[src/rtl/sdram_arb_pkg.sv]
// Shared types for the two-master SDRAM port arbiter: FSM states, master ID
// type and the default outstanding-read depth.
package sdram_arb_pkg;

  typedef enum logic {
    ARB  = 1'b0,
    HOLD = 1'b1
  } arb_state_e;

  typedef logic id_t;

  localparam int MAX_PEND_DEF = 8;

endpackage

[src/rtl/owner_fifo.sv]
// Ring buffer of master IDs for reads in flight at the SDRAM controller.
// The head is read combinationally so returning data can be routed in the same cycle.
module owner_fifo
  import sdram_arb_pkg::*;
#(
  parameter  int DEPTH = MAX_PEND_DEF,
  localparam int PW    = $clog2(DEPTH),
  localparam int CW    = PW + 1
) (
  input  logic          clk,
  input  logic          rst,
  input  logic          push_i,
  input  id_t           push_id_i,
  input  logic          pop_i,
  output id_t           head_o,
  output logic          full_o,
  output logic          empty_o,
  output logic [CW-1:0] count_o
);

  id_t           mem_q [DEPTH];
  logic [PW-1:0] wr_ptr_q, wr_ptr_d;
  logic [PW-1:0] rd_ptr_q, rd_ptr_d;
  logic [CW-1:0] count_q, count_d;
  logic          push_ok, pop_ok;

  assign full_o  = (count_q == CW'(DEPTH));
  assign empty_o = (count_q == '0);
  assign count_o = count_q;
  assign head_o  = mem_q[rd_ptr_q];

  // Simultaneous push and pop both take effect, leaving the count unchanged.
  assign push_ok = push_i & ~full_o;
  assign pop_ok  = pop_i & ~empty_o;

  always_comb begin
    wr_ptr_d = wr_ptr_q + PW'(push_ok);
    rd_ptr_d = rd_ptr_q + PW'(pop_ok);
    count_d  = count_q + CW'(push_ok) - CW'(pop_ok);
  end

  always_ff @(posedge clk) begin
    if (push_ok) begin
      mem_q[wr_ptr_q] <= push_id_i;
    end
  end

  always_ff @(posedge clk) begin
    if (rst) begin
      wr_ptr_q <= '0;
      rd_ptr_q <= '0;
      count_q  <= '0;
    end else begin
      wr_ptr_q <= wr_ptr_d;
      rd_ptr_q <= rd_ptr_d;
      count_q  <= count_d;
    end
  end

endmodule

[src/rtl/sdram_port_arbiter.sv]
// Round-robin arbiter sharing one Avalon-MM SDRAM slave between the DNN master (m0)
// and the CPU/DMA master (m1); read data is routed back through an owner FIFO.
module sdram_port_arbiter
  import sdram_arb_pkg::*;
#(
  parameter  int ADDR_W   = 24,
  parameter  int DATA_W   = 16,
  parameter  int MAX_PEND = MAX_PEND_DEF,
  localparam int BE_W     = DATA_W / 8,
  localparam int PEND_W   = $clog2(MAX_PEND) + 1
) (
  input  logic              clk,
  input  logic              rst,
  input  logic [ADDR_W-1:0] m0_address,
  input  logic              m0_read,
  input  logic              m0_write,
  input  logic [DATA_W-1:0] m0_writedata,
  input  logic [BE_W-1:0]   m0_byteenable,
  output logic              m0_waitrequest,
  output logic [DATA_W-1:0] m0_readdata,
  output logic              m0_readdatavalid,
  input  logic [ADDR_W-1:0] m1_address,
  input  logic              m1_read,
  input  logic              m1_write,
  input  logic [DATA_W-1:0] m1_writedata,
  input  logic [BE_W-1:0]   m1_byteenable,
  output logic              m1_waitrequest,
  output logic [DATA_W-1:0] m1_readdata,
  output logic              m1_readdatavalid,
  output logic [ADDR_W-1:0] s_address,
  output logic              s_read,
  output logic              s_write,
  output logic [DATA_W-1:0] s_writedata,
  output logic [BE_W-1:0]   s_byteenable,
  input  logic              s_waitrequest,
  input  logic [DATA_W-1:0] s_readdata,
  input  logic              s_readdatavalid,
  output logic              err_orphan
);

  arb_state_e        state_q, state_d;
  id_t               last_q, last_d;
  id_t               hold_id_q, hold_id_d;
  logic              err_orphan_q, err_orphan_d;

  logic [1:0]        rd_v, wr_v, elig, wait_v, rdv_v;
  logic [ADDR_W-1:0] addr_a [2];
  logic [DATA_W-1:0] wdata_a [2];
  logic [BE_W-1:0]   be_a [2];

  logic              gnt_v, s_read_c, s_write_c, accept;
  id_t               gnt_id;
  id_t               fifo_head;
  logic              fifo_full, fifo_empty;
  logic [PEND_W-1:0] pend;

  // Read+write together is treated as a write.
  assign rd_v = {m1_read & ~m1_write, m0_read & ~m0_write};
  assign wr_v = {m1_write, m0_write};

  assign addr_a[0]  = m0_address;
  assign addr_a[1]  = m1_address;
  assign wdata_a[0] = m0_writedata;
  assign wdata_a[1] = m1_writedata;
  assign be_a[0]    = m0_byteenable;
  assign be_a[1]    = m1_byteenable;

  // A read cannot compete while the owner FIFO is full; writes still can.
  assign elig = wr_v | (rd_v & {2{~fifo_full}});

  always_comb begin
    state_d   = state_q;
    hold_id_d = hold_id_q;
    gnt_v     = 1'b0;
    gnt_id    = hold_id_q;
    unique case (state_q)
      ARB: begin
        if (&elig) begin
          gnt_v  = 1'b1;
          gnt_id = ~last_q;
        end else if (elig[0]) begin
          gnt_v  = 1'b1;
          gnt_id = 1'b0;
        end else if (elig[1]) begin
          gnt_v  = 1'b1;
          gnt_id = 1'b1;
        end
      end
      HOLD: gnt_v = rd_v[hold_id_q] | wr_v[hold_id_q];
      default: ;
    endcase
    if (rst) begin
      gnt_v = 1'b0;
    end

    s_read_c  = gnt_v & rd_v[gnt_id] & ~fifo_full;
    s_write_c = gnt_v & wr_v[gnt_id];
    accept    = (s_read_c | s_write_c) & ~s_waitrequest;

    if ((s_read_c | s_write_c) & s_waitrequest) begin
      state_d   = HOLD;
      hold_id_d = gnt_id;
    end else begin
      state_d = ARB;
    end
  end

  assign last_d       = accept ? gnt_id : last_q;
  assign err_orphan_d = err_orphan_q | (s_readdatavalid & (pend == '0));

  always_ff @(posedge clk) begin
    if (rst) begin
      state_q      <= ARB;
      last_q       <= 1'b1;
      hold_id_q    <= 1'b0;
      err_orphan_q <= 1'b0;
    end else begin
      state_q      <= state_d;
      last_q       <= last_d;
      hold_id_q    <= hold_id_d;
      err_orphan_q <= err_orphan_d;
    end
  end

  owner_fifo #(.DEPTH(MAX_PEND)) u_owner_fifo (
    .clk       (clk),
    .rst       (rst),
    .push_i    (accept & s_read_c),
    .push_id_i (gnt_id),
    .pop_i     (s_readdatavalid),
    .head_o    (fifo_head),
    .full_o    (fifo_full),
    .empty_o   (fifo_empty),
    .count_o   (pend)
  );

  genvar gi;
  generate
    for (gi = 0; gi < 2; gi++) begin : g_port
      assign wait_v[gi] = ~(accept & (gnt_id == id_t'(gi)));
      assign rdv_v[gi]  = s_readdatavalid & ~fifo_empty & (fifo_head == id_t'(gi));
    end
  endgenerate

  assign s_read       = s_read_c;
  assign s_write      = s_write_c;
  assign s_address    = gnt_v ? addr_a[gnt_id]  : '0;
  assign s_writedata  = gnt_v ? wdata_a[gnt_id] : '0;
  assign s_byteenable = gnt_v ? be_a[gnt_id]    : '0;

  assign m0_waitrequest   = wait_v[0];
  assign m1_waitrequest   = wait_v[1];
  assign m0_readdata      = s_readdata;
  assign m1_readdata      = s_readdata;
  assign m0_readdatavalid = rdv_v[0];
  assign m1_readdatavalid = rdv_v[1];
  assign err_orphan       = err_orphan_q;

endmodule

[config.mk]
export PLATFORM = sky130hd
export DESIGN_NAME = sdram_port_arbiter
export DESIGN_NICKNAME = d
export VERILOG_FILES = /design/src/rtl/sdram_arb_pkg.sv /design/src/rtl/owner_fifo.sv /design/src/rtl/sdram_port_arbiter.sv
export SDC_FILE = /design/constraint.sdc
export NUM_CORES = 1
export LEC_CHECK = 0
export CAP_MARGIN = 0
export CELL_PAD_IN_SITES_DETAIL_PLACEMENT = 1
export CELL_PAD_IN_SITES_GLOBAL_PLACEMENT = 1
export CORE_ASPECT_RATIO = 1.5
export CORE_MARGIN = 3
export CORE_UTILIZATION = 20
export CTS_CLUSTER_SIZE = 30
export DETAILED_ROUTE_END_ITERATION = 8
export PLACE_DENSITY = 0.87
export SETUP_SLACK_MARGIN = 0.2
export SYNTH_ARGS = -nofsm -noshare
export SYNTH_HDL_FRONTEND = slang
export SYNTH_SLANG_ARGS = --single-unit
[constraint.sdc]
create_clock -name clk -period 3.5 [get_ports clk]
set_clock_uncertainty 0.2 [all_clocks]
set_input_delay 0.7 -clock clk [delete_from_list [all_inputs] [get_ports clk]]
set_output_delay 0.7 -clock clk [all_outputs]
set_load 0.01 [all_outputs]
* Word-level counts from Yosys, hierarchy flattened
Memories as Yosys holds them, arrays and structs flattened. A register that Yosys moved wholly into a read port is not among the register bits. Cells that the tools add are included.
Word-level totals: input bits 108, memories 1, memory bits (read-only) 0, word-level logic and storage cells 83, register bits after elaboration 14, bits in latches 0, output and inout bits 81, RAM bits 8
Cells by class: muxes and demuxes 33, reductions and logical operators 2, equal/unequal tests 1, $lt $le $gt $ge 3, shift operators 0, bitwise operators 32, $mul 0, divide/modulo/power cells 0, add/subtract/negate cells 4
Memories:
- u_owner_fifo.mem_q | words 8, bits a word 1, rd ports 1, clocked after Yosys merged registers in 1, wr ports 1, RTL line owner_fifo.sv:21 | id_t mem_q [DEPTH];
Operator list (count):
- 2-to-1 mux 24 bit | 4
- 2-to-1 mux 16 bit | 4
- 2-to-1 mux 1 bit | 19
- bitwise AND 1 bit | 15
- NOT 1 bit | 11
- 2-to-1 mux 2 bit | 4
- adder 3 x 1 -> 3 bit | 2
- adder 4 x 1 -> 4 bit | 1
- == test 4 bit, second input constant | 1
- zero test 4 bit | 1
- less-than comparator 1 x 2 -> 1 bit, second input constant | 2
- subtractor 4 x 1 -> 4 bit | 1
- 2-to-1 mux 3 bit | 1
- bitwise OR 1 bit | 3
- bitwise AND 2 bit | 1
- >= comparator 2 bit, second input constant | 1
- NOT 1 -> 2 bit | 1
- bitwise OR 2 bit | 1
- one-hot mux 1 bit (2 select lines) | 1
- AND reduction 2 bit | 1

* Logic depth before layout (Yosys ltp)
Gate-level depths: netlist of the first run.
word-level depth 18, mapped depth 13, mapped depth without buffers 12

* Modules after synthesis
A second synthesis of the first run with hierarchy kept.
Unflattened totals: cells, all modules 253, area total of the unflattened synthesis 2180.8 sq um
By module, submodules not included:
- sdram_port_arbiter | instances 1, cells each 178, area each 1305.0 sq um, seq. area each 80.1 sq um
- owner_fifo | instances 1, cells each 75, area each 875.8 sq um, seq. area each 440.4 sq um

* Worst setup path after synthesis of the first run
No wires, ideal clock.
kind register to output, from reg u_owner_fifo.count_q[2], in the netlist u_owner_fifo.count_o[2], to out m0_waitrequest, path slack 0.442 ns, arrival time 2.158 ns, cell stages (with the launch flop) 11, buffers on the path 2, required time 2.600 ns, cells stage by stage dfxtp_1 -> inv_1 -> ha_1 -> or3b_1 -> clkbuf_1 -> a21o_1 -> a32oi_2 -> buf_6 -> mux2_4 -> a21oi_2 -> nand2_1
Between the ends: word-level cells in the longest chain between the ends 16, elaborated cells between the ends (all ways) 26, classes of those cells eq/ne: 1; mux: 13; bitwise: 11; reduce/logical: 1
Ends and longest elaborated chain:
- start: declaration | RTL line owner_fifo.sv:24 | logic [CW-1:0] count_q, count_d;
- start signal: assignment | RTL line owner_fifo.sv:56 | count_q <= count_d;
- == test 4 bit (*) | RTL line owner_fifo.sv:27 | assign full_o = (count_q == CW'(DEPTH));
- NOT 1 bit (*) | RTL line sdram_port_arbiter.sv:69, sdram_port_arbiter.sv:96
- bitwise AND 2 bit | RTL line sdram_port_arbiter.sv:69 | assign elig = wr_v | (rd_v & {2{~fifo_full}});
- bitwise OR 2 bit | RTL line sdram_port_arbiter.sv:69
- 2-to-1 mux 1 bit | RTL line sdram_port_arbiter.sv:84 | end else if (elig[1]) begin
- 2-to-1 mux 1 bit | RTL line sdram_port_arbiter.sv:81 | end else if (elig[0]) begin
- 2-to-1 mux 1 bit | RTL line sdram_port_arbiter.sv:78 | if (&elig) begin
- 2-to-1 mux 1 bit | RTL line sdram_port_arbiter.sv:76 | unique case (state_q)
- 2-to-1 mux 1 bit (implied by the code) (2 in series) | RTL line sdram_port_arbiter.sv:96 | s_read_c = gnt_v & rd_v[gnt_id] & ~fifo_full;
- bitwise AND 1 bit (2 in series) | RTL line sdram_port_arbiter.sv:96
- bitwise OR 1 bit | RTL line sdram_port_arbiter.sv:98 | accept = (s_read_c | s_write_c) & ~s_waitrequest;
- bitwise AND 1 bit | RTL line sdram_port_arbiter.sv:98
- bitwise AND 1 bit (*) | RTL line sdram_port_arbiter.sv:140 | assign wait_v[gi] = ~(accept & (gnt_id == id_t'(gi)));
- NOT 1 bit (*) | RTL line sdram_port_arbiter.sv:140
- end: declaration | RTL line sdram_port_arbiter.sv:19 | output logic m0_waitrequest,
Every way passes the cells marked *; elsewhere a longest branch is shown, timed or not. The select of a mux whose other input is x is not followed.

* Worst setup path in the final report of the first run
from in m1_write, to out s_write
Between the ends: word-level cells in the longest chain between the ends 11, elaborated cells between the ends (all ways) 22, classes of those cells mux: 15; bitwise: 6; reduce/logical: 1
Ends and longest elaborated chain:
- start: declaration | RTL line sdram_port_arbiter.sv:24 | input logic m1_write,
- NOT 1 bit | RTL line sdram_port_arbiter.sv:58 | assign rd_v = {m1_read & ~m1_write, m0_read & ~m0_write};
- bitwise AND 1 bit | RTL line sdram_port_arbiter.sv:58
- bitwise AND 2 bit | RTL line sdram_port_arbiter.sv:69
- bitwise OR 2 bit | RTL line sdram_port_arbiter.sv:69
- 2-to-1 mux 1 bit | RTL line sdram_port_arbiter.sv:84
- 2-to-1 mux 1 bit | RTL line sdram_port_arbiter.sv:81
- 2-to-1 mux 1 bit | RTL line sdram_port_arbiter.sv:78
- 2-to-1 mux 1 bit | RTL line sdram_port_arbiter.sv:76
- 2-to-1 mux 1 bit (implied by the code) (2 in series) | RTL line sdram_port_arbiter.sv:97 | s_write_c = gnt_v & wr_v[gnt_id];
- bitwise AND 1 bit (*) | RTL line sdram_port_arbiter.sv:97
- end: declaration | RTL line sdram_port_arbiter.sv:32 | output logic s_write,
Marks and branches as above.

==> results of run 1 <==
[critical path, stage by stage]
cell and delay (ns):
clkdlybuf4s15_1 0.23, nor2_2 0.08, a311o_1 0.34, a32oi_4 0.31, buf_6 0.14, buf_6 0.08
mux2_4 0.31, buf_4 0.15, buf_6 0.11, inv_2 0.04, buf_6 0.09
[layout by cell type (no fill, tap or decap), types with 3 or more instances in the layout]
master	instances
dlygate4sd2_1	3
mux2i_1	43
buf_6	14
nor2_1	57
buf_12	4
clkdlybuf4s50_1	90
xnor2_1	4
buf_8	3
edfxtp_1	8
nor2b_1	6
clkbuf_16	3
dfxtp_1	12
buf_2	44
buf_4	21
ha_1	8
inv_1	10
nand2_1	8
[cell families after synthesis]
group	after synthesis
fa+ha+maj	11
buf+inv	55
xor+xnor	4
simple gates	85
mux	49
compound gates	12
flops	22
[repair_timing]
item | 4_1_cts | 5_1_grt
pin swaps | 7 | 8
cloned | 2 | 0
endpoints found under the setup margin | 51 | 49
hold endpoints to repair | 0 | 0
buffers inserted | 13 | 5
gates resized for setup | 207 | 18
[cell usage after synthesis]
library cell	n	area, sq um
dfxtp_1	14	280
fa_1	1	20.0
a21oi_2	1	8.76
a311o_1	1	10.0
nand2_1	8	30.0
a31oi_1	1	6.26
or3b_1	1	8.76
or3b_2	1	8.76
xnor2_1	4	35.0
and3_1	1	6.26
a21boi_2	1	11.3
nand2b_1	2	12.5
buf_6	1	11.3
a211oi_1	1	7.51
nand3b_1	1	7.51
ha_1	10	125
nor4_1	2	12.5
mux2i_1	45	450
a21o_1	2	15.0
mux4_2	2	45.0
inv_1	12	45.0
nor2b_1	6	37.5
a32oi_2	1	16.3
nand4_1	1	6.26
buf_4	36	270
a21oi_1	2	10.0
o2bb2ai_1	1	8.76
nor4b_1	1	8.76
nand4b_1	1	8.76
edfxtp_1	8	240
nand3_1	1	5.00
nor2_1	59	221
clkbuf_1	6	22.5
mux2_4	1	15.0
mux2_2	1	11.3
o41ai_1	1	8.76
[metal layers]
metal | wire length, um | vias to the layer above | GRT usage, % | part of all wire (%)
met4 | 182 | 0 | 4.36 | 2.2
met1 | 2810 | 1049 | 13.9 | 34
met5 | 0 | - | 0 | 0
li1 | - | 1059 | - | -
met3 | 491 | 17 | 2.65 | 5.9
met2 | 4830 | 116 | 28.5 | 58
[where the power goes]
| group | internal, mW | leakage (nW) | switching, mW |
|---|---|---|---|
| sequential | 0.317 | 0.188 | 0.0424 |
| combinational | 0.727 | 1.40 | 0.539 |
| clock | 0.227 | 0.0511 | 0.0977 |
| total | 1.27 | 1.64 | 0.680 |
[state kept, by name, summed over array words and instances, names as in the netlist]
signal	cells
u_owner_fifo.wr_ptr_q	3
u_owner_fifo.rd_ptr_q	3
last_q	1
u_owner_fifo.mem_q	8
u_owner_fifo.count_o	4
hold_id_q	1
err_orphan	1
state_q	1
[how the worst max path moves through the flow]
stage / slack (ns) / end / cells past startpoint / startpoint
3_3_place_gp: -0.50 / s_address[18] / 9 / m1_write
5_1_grt: -0.05 / m1_waitrequest / 9 / m0_write
2_1_floorplan: 0.44 / m0_waitrequest / 10 / u_owner_fifo.count_o[2]$_SDFF_PP0_
3_5_place_dp: -0.60 / s_address[4] / 9 / m1_write
4_1_cts: 0.02 / m1_waitrequest / 11 / u_owner_fifo.count_o[2]$_SDFF_PP0_
6_report: 0.02 / s_write / 11 / m1_write
[final cells by class]
class / count / area, sq um
timing repair buffer: 183 / 1660
tap: 115 / 144
clock buffer: 3 / 75.1
multi-input combinational: 161 / 1250
sequential: 22 / 523
inverter: 12 / 45.0
fill: 1142 / 6130
clock inverter: 1 / 30.0
==> flow_summary.toml, run 1 <==
[run_status]
status = "finished, final reports clean"

[floorplan]
die_h_um = 130
die_w_um = 88.6
start_util_pct = 20.8
die-area_sq_mm = 0.0115
core_sq_mm = 0.00985
io_pins = 189
rows = 44

[placement]
gp_congestion = 0.806
place_area_sq_mm = 0.00352
place_ws_ns = -0.602
portBuffers = 140
hpwl_um = 6130
post-place-cells = 473

[finish]
diodes = 0
syn_to_final_growth_pct = 82.0
stdcell_count = 497
final_area_sq_mm = 0.00373
final_util_pct = 37.8
nets = 502
drive_above_1_share_pct = 29.6

[sta]
setup_viol = 0
hold_violations = 0
slew_violations = 0
slew_headroom_pct = 63.5
rsz0062_at_grt = "true"
finalSetupTns_ns = 0
worst_pin_slew_ns = 0.542
min_period_over_period_pct = 99.5
fmax_ghz = 0.287
final.min_clock_period_ns = 3.48
finalWorstSetupSlack_ns = 0.0176
hold_slack_ns = 0.325

[setup_path]
ff2ff_path_depth = 12
ff2ff_setup_slack_ns = 0.28
critPathLaunchType = "input port"
arrival_ns = 2.58
endpoint_kind = "output port"
worstPathRequired_ns = 2.60
timing.rr.end = "u_owner_fifo.count_o[1]$_SDFF_PP0_"
crit_fanout = 3
regToRegStartpoint = "u_owner_fifo.count_o[2]$_SDFF_PP0_"
crit_type = "in -> out"

[clock_tree]
tritoncts = "built"
clkLatencyLatePin_ns = 0.26
h-tree-depth = 1
clk_pin_slew_ns = 0.06
cts_sinks = 22
ctsHoldBuffers = 0
ctsRootBufferMaster = "clkbuf_16"
clk_path_buf_depth = 2
cts_buffers = 3

[synth]
synth_seq_cells = 22
syn_inst = 238
synth_top_family_by_area = "multiplexers"
yosysWarnings = 0
seq_area_frac_synth_pct = 25.4
synth.area.mux_share_pct = 25.5
synth-xor-area-share_pct = 1.71
yosys.area_share.adder_pct = 7.09
syn_nets = 357
syn_area_per_cell_sq_um = 8.61
synth_area_sq_mm = 0.00205
synth_compound_area_share_pct = 5.01
ys_types = 36
synth-simple-area-share_pct = 18.3

[global_route]
grt_pass1_vias = 2494
track_usage_pct = 14.1
grt_pass1_wl_um = 12600
grt.overflow.total = 0
grt_max_degree = 28
antenna_found_initial = 0

[power]
powerDensity_mw_per_mm2 = 523
leakage_nw = 1.64
ir_drop_uv = 202
total_power_mw = 1.95

[detailed_routing]
first_pass_iters = 4
drt_wl_total_um = 8310
route.detailed.drc = 0
avgRoutedWirePerCell_um = 16.7
via_count = 2241
drtAntennaViolNets = 0
via_per_inst = 4.51
drt_iter0_markers = 44

[worst_hold_path]
whs_path_depth = 2
hp-class = "reg -> reg"
hold_start = "err_orphan$_SDFF_PP0_"
min_to = "err_orphan$_SDFF_PP0_"

[run]
max_cap_violations = 0
No activity file was read; power rests on OpenSTA's default activity.
==> inputs of run 2 (changes only) <==
--- a/config.mk
+++ b/config.mk
@@ -13,8 +13,9 @@
 export CORE_UTILIZATION = 20
 export CTS_CLUSTER_SIZE = 30
 export DETAILED_ROUTE_END_ITERATION = 8
-export PLACE_DENSITY = 0.87
+export PLACE_DENSITY = 0.9
 export SETUP_SLACK_MARGIN = 0.2
+export SLEW_MARGIN = 20
 export SYNTH_ARGS = -nofsm -noshare
 export SYNTH_HDL_FRONTEND = slang
 export SYNTH_SLANG_ARGS = --single-unit
==> run 2 against run 1 <==
  * Worst setup slack improved by 0.089 ns
  * First-iteration DRC count fell by 32%
  * Die area stayed put
  * Power grew 1.6%
  * Fmax is 2.6% higher
  * Critical path depth grew 1
  * Core utilization increased by 0.95 points
  * Clock power fell by 2%
  * Via count grew 2.1%
  * Critical path type is now reg -> out
==> flow_summary.toml, run 2 (synthesis gave the netlist of run 1 again) <==
[global_route]
grt_max_degree = 22
track_usage_pct = 14.0
antenna_found_initial = 0
grt_pass1_wl_um = 12500
grt_pass1_vias = 2627
grt.overflow.total = 0

[detailed_routing]
route.detailed.drc = 0
drt_wl_total_um = 8300
drt_iter0_markers = 30
drtAntennaViolNets = 0
avgRoutedWirePerCell_um = 16.6
first_pass_iters = 4
via_count = 2287
via_per_inst = 4.57

[placement]
hpwl_um = 5970
gp_congestion = 0.803
portBuffers = 140
place_area_sq_mm = 0.00352
post-place-cells = 473

[finish]
final_cell_mix = "clkdlybuf4s50_1, nor2_1, buf_2, mux2i_1, buf_4"
nets = 505
final_area_sq_mm = 0.00382
stdcell_count = 500
regMostFlops = "u_owner_fifo.mem_q"
diodes = 0
fill_cells = 1132
largest_reg_flops = 8
drive_above_1_share_pct = 31.7
syn_to_final_growth_pct = 86.6
final_common_cell = "clkdlybuf4s50_1"

[worst_hold_path]
hp-class = "reg -> reg"
hold_start = "err_orphan$_SDFF_PP0_"
whs_path_depth = 2
min_to = "err_orphan$_SDFF_PP0_"

[clock_tree]
cts_sinks = 22
h-tree-depth = 1
ctsRootBufferMaster = "clkbuf_16"
ctsHoldBuffers = 0
clk_pin_slew_ns = 0.06
clk_path_buf_depth = 2
clkLatencyLatePin_ns = 0.25
cts_buffers = 3
tritoncts = "built"

[sta]
min_period_over_period_pct = 97.0
slew_headroom_pct = 70.6
final.min_clock_period_ns = 3.39
worst_pin_slew_ns = 0.437
hold_violations = 0
hold_slack_ns = 0.299
fmax_ghz = 0.295
setup_viol = 0
finalSetupTns_ns = 0
slew_violations = 0
rsz0062_at_grt = "true"

[power]
combPwrFrac_pct = 66.0
ir_drop_uv = 214
p_clk_share_pct = 16.0
powerDensity_mw_per_mm2 = 518
sw_frac_of_total_pct = 34.5
p_int_mw = 1.30
leakage_nw = 1.69
p_switching_mw = 0.683
power_frac_seq_pct = 18.0

[setup_path]
cp_slowest_stage_delay_ns = 0.40
arrival_ns = 2.49
timing.rr.end = "u_owner_fifo.count_o[1]$_SDFF_PP0_"
cp-startpoint = "u_owner_fifo.count_o[2]$_SDFF_PP0_"
path_cells = "inv_2 -> ha_4 -> or3b_4 -> a21o_1 -> a32oi_4 -> buf_6 -> buf_8 -> buf_12 -> buf_16 -> mux2i_1 -> nor2_1 -> buf_2"
critPathLaunchType = "flip-flop"
regToRegStartpoint = "u_owner_fifo.count_o[2]$_SDFF_PP0_"
crit_fanout = 6
crit_type = "reg -> out"
crit_family = "buffers and inverters"
critical_path_buf_inv_count = 6
worstPathRequired_ns = 2.60
cp_slowest_cell = "or3b_4"
ff2ff_path_depth = 11
endpoint_kind = "output port"
ff2ff_setup_slack_ns = 0.38

[floorplan]
start_util_pct = 20.8
core_sq_mm = 0.00985
die_w_um = 88.6
io_pins = 189
die-area_sq_mm = 0.0115
rows = 44
die_h_um = 130

[run]
max_cap_violations = 0

[run_status]
status = "finished, final reports clean"
run 2: timing repair:
item                                    4_1_cts  5_1_grt
buffers inserted                             14        3
endpoints found under the setup margin       49       46
cloned                                        6        0
resized for setup                           212       18
pin swaps                                    12       12
run 2: tightest hold or removal path, cell delays in order (launching register included):
cell     delay, ns
dfxtp_1       0.33
a31oi_1       0.05
nor2_1        0.08
run 2: area by class of cell:
class	count	area, sq um	area share [%]
inverters	12	47.5	1.24
flip-flops and latches	22	523	13.7
repair buffers	186	1720	44.9
well taps	115	144	3.76
clock buffers	3	75.1	1.96
multi-input cells	161	1290	33.6
clock inverters	1	30.0	0.786
run 2: power groups by stage:
stage	logic (mW)	clock network (mW)	registers [mW]
2_1_floorplan	0.599	0	0.345
3_3_place_gp	1.03	0	0.350
3_5_place_dp	1.07	0	0.353
4_1_cts	1.29	0.322	0.354
5_1_grt	1.41	0.338	0.360
6_report	1.31	0.318	0.356
run 2: worst max path at each step:
stage	to	slack, ns	cells after the start
after floorplan	m0_waitrequest	0.44	10
after global placement	s_writedata[8]	-0.53	9
after detailed placement	s_writedata[7]	-0.65	9
after CTS	s_writedata[9]	0.08	12
after global routing	s_writedata[3]	0.01	12
final	s_writedata[6]	0.11	12
run 2: stage by stage:
stage	worst slack (ns)	power [mW]	utilization (%)
after floorplan	0.442	0.944	-
after global placement	-0.534	1.38	35.7
after detailed placement	-0.649	1.42	35.7
after CTS	0.0773	1.97	38.4
after global routing	0.0128	2.11	38.8
final	0.106	1.98	38.8
run 2: layer usage:
layer	track usage [%]	part of all wire (%)
met3	3.16	7.1
met4	5.34	3.1
met2	29.0	57
met1	12.4	33
met5	0	0
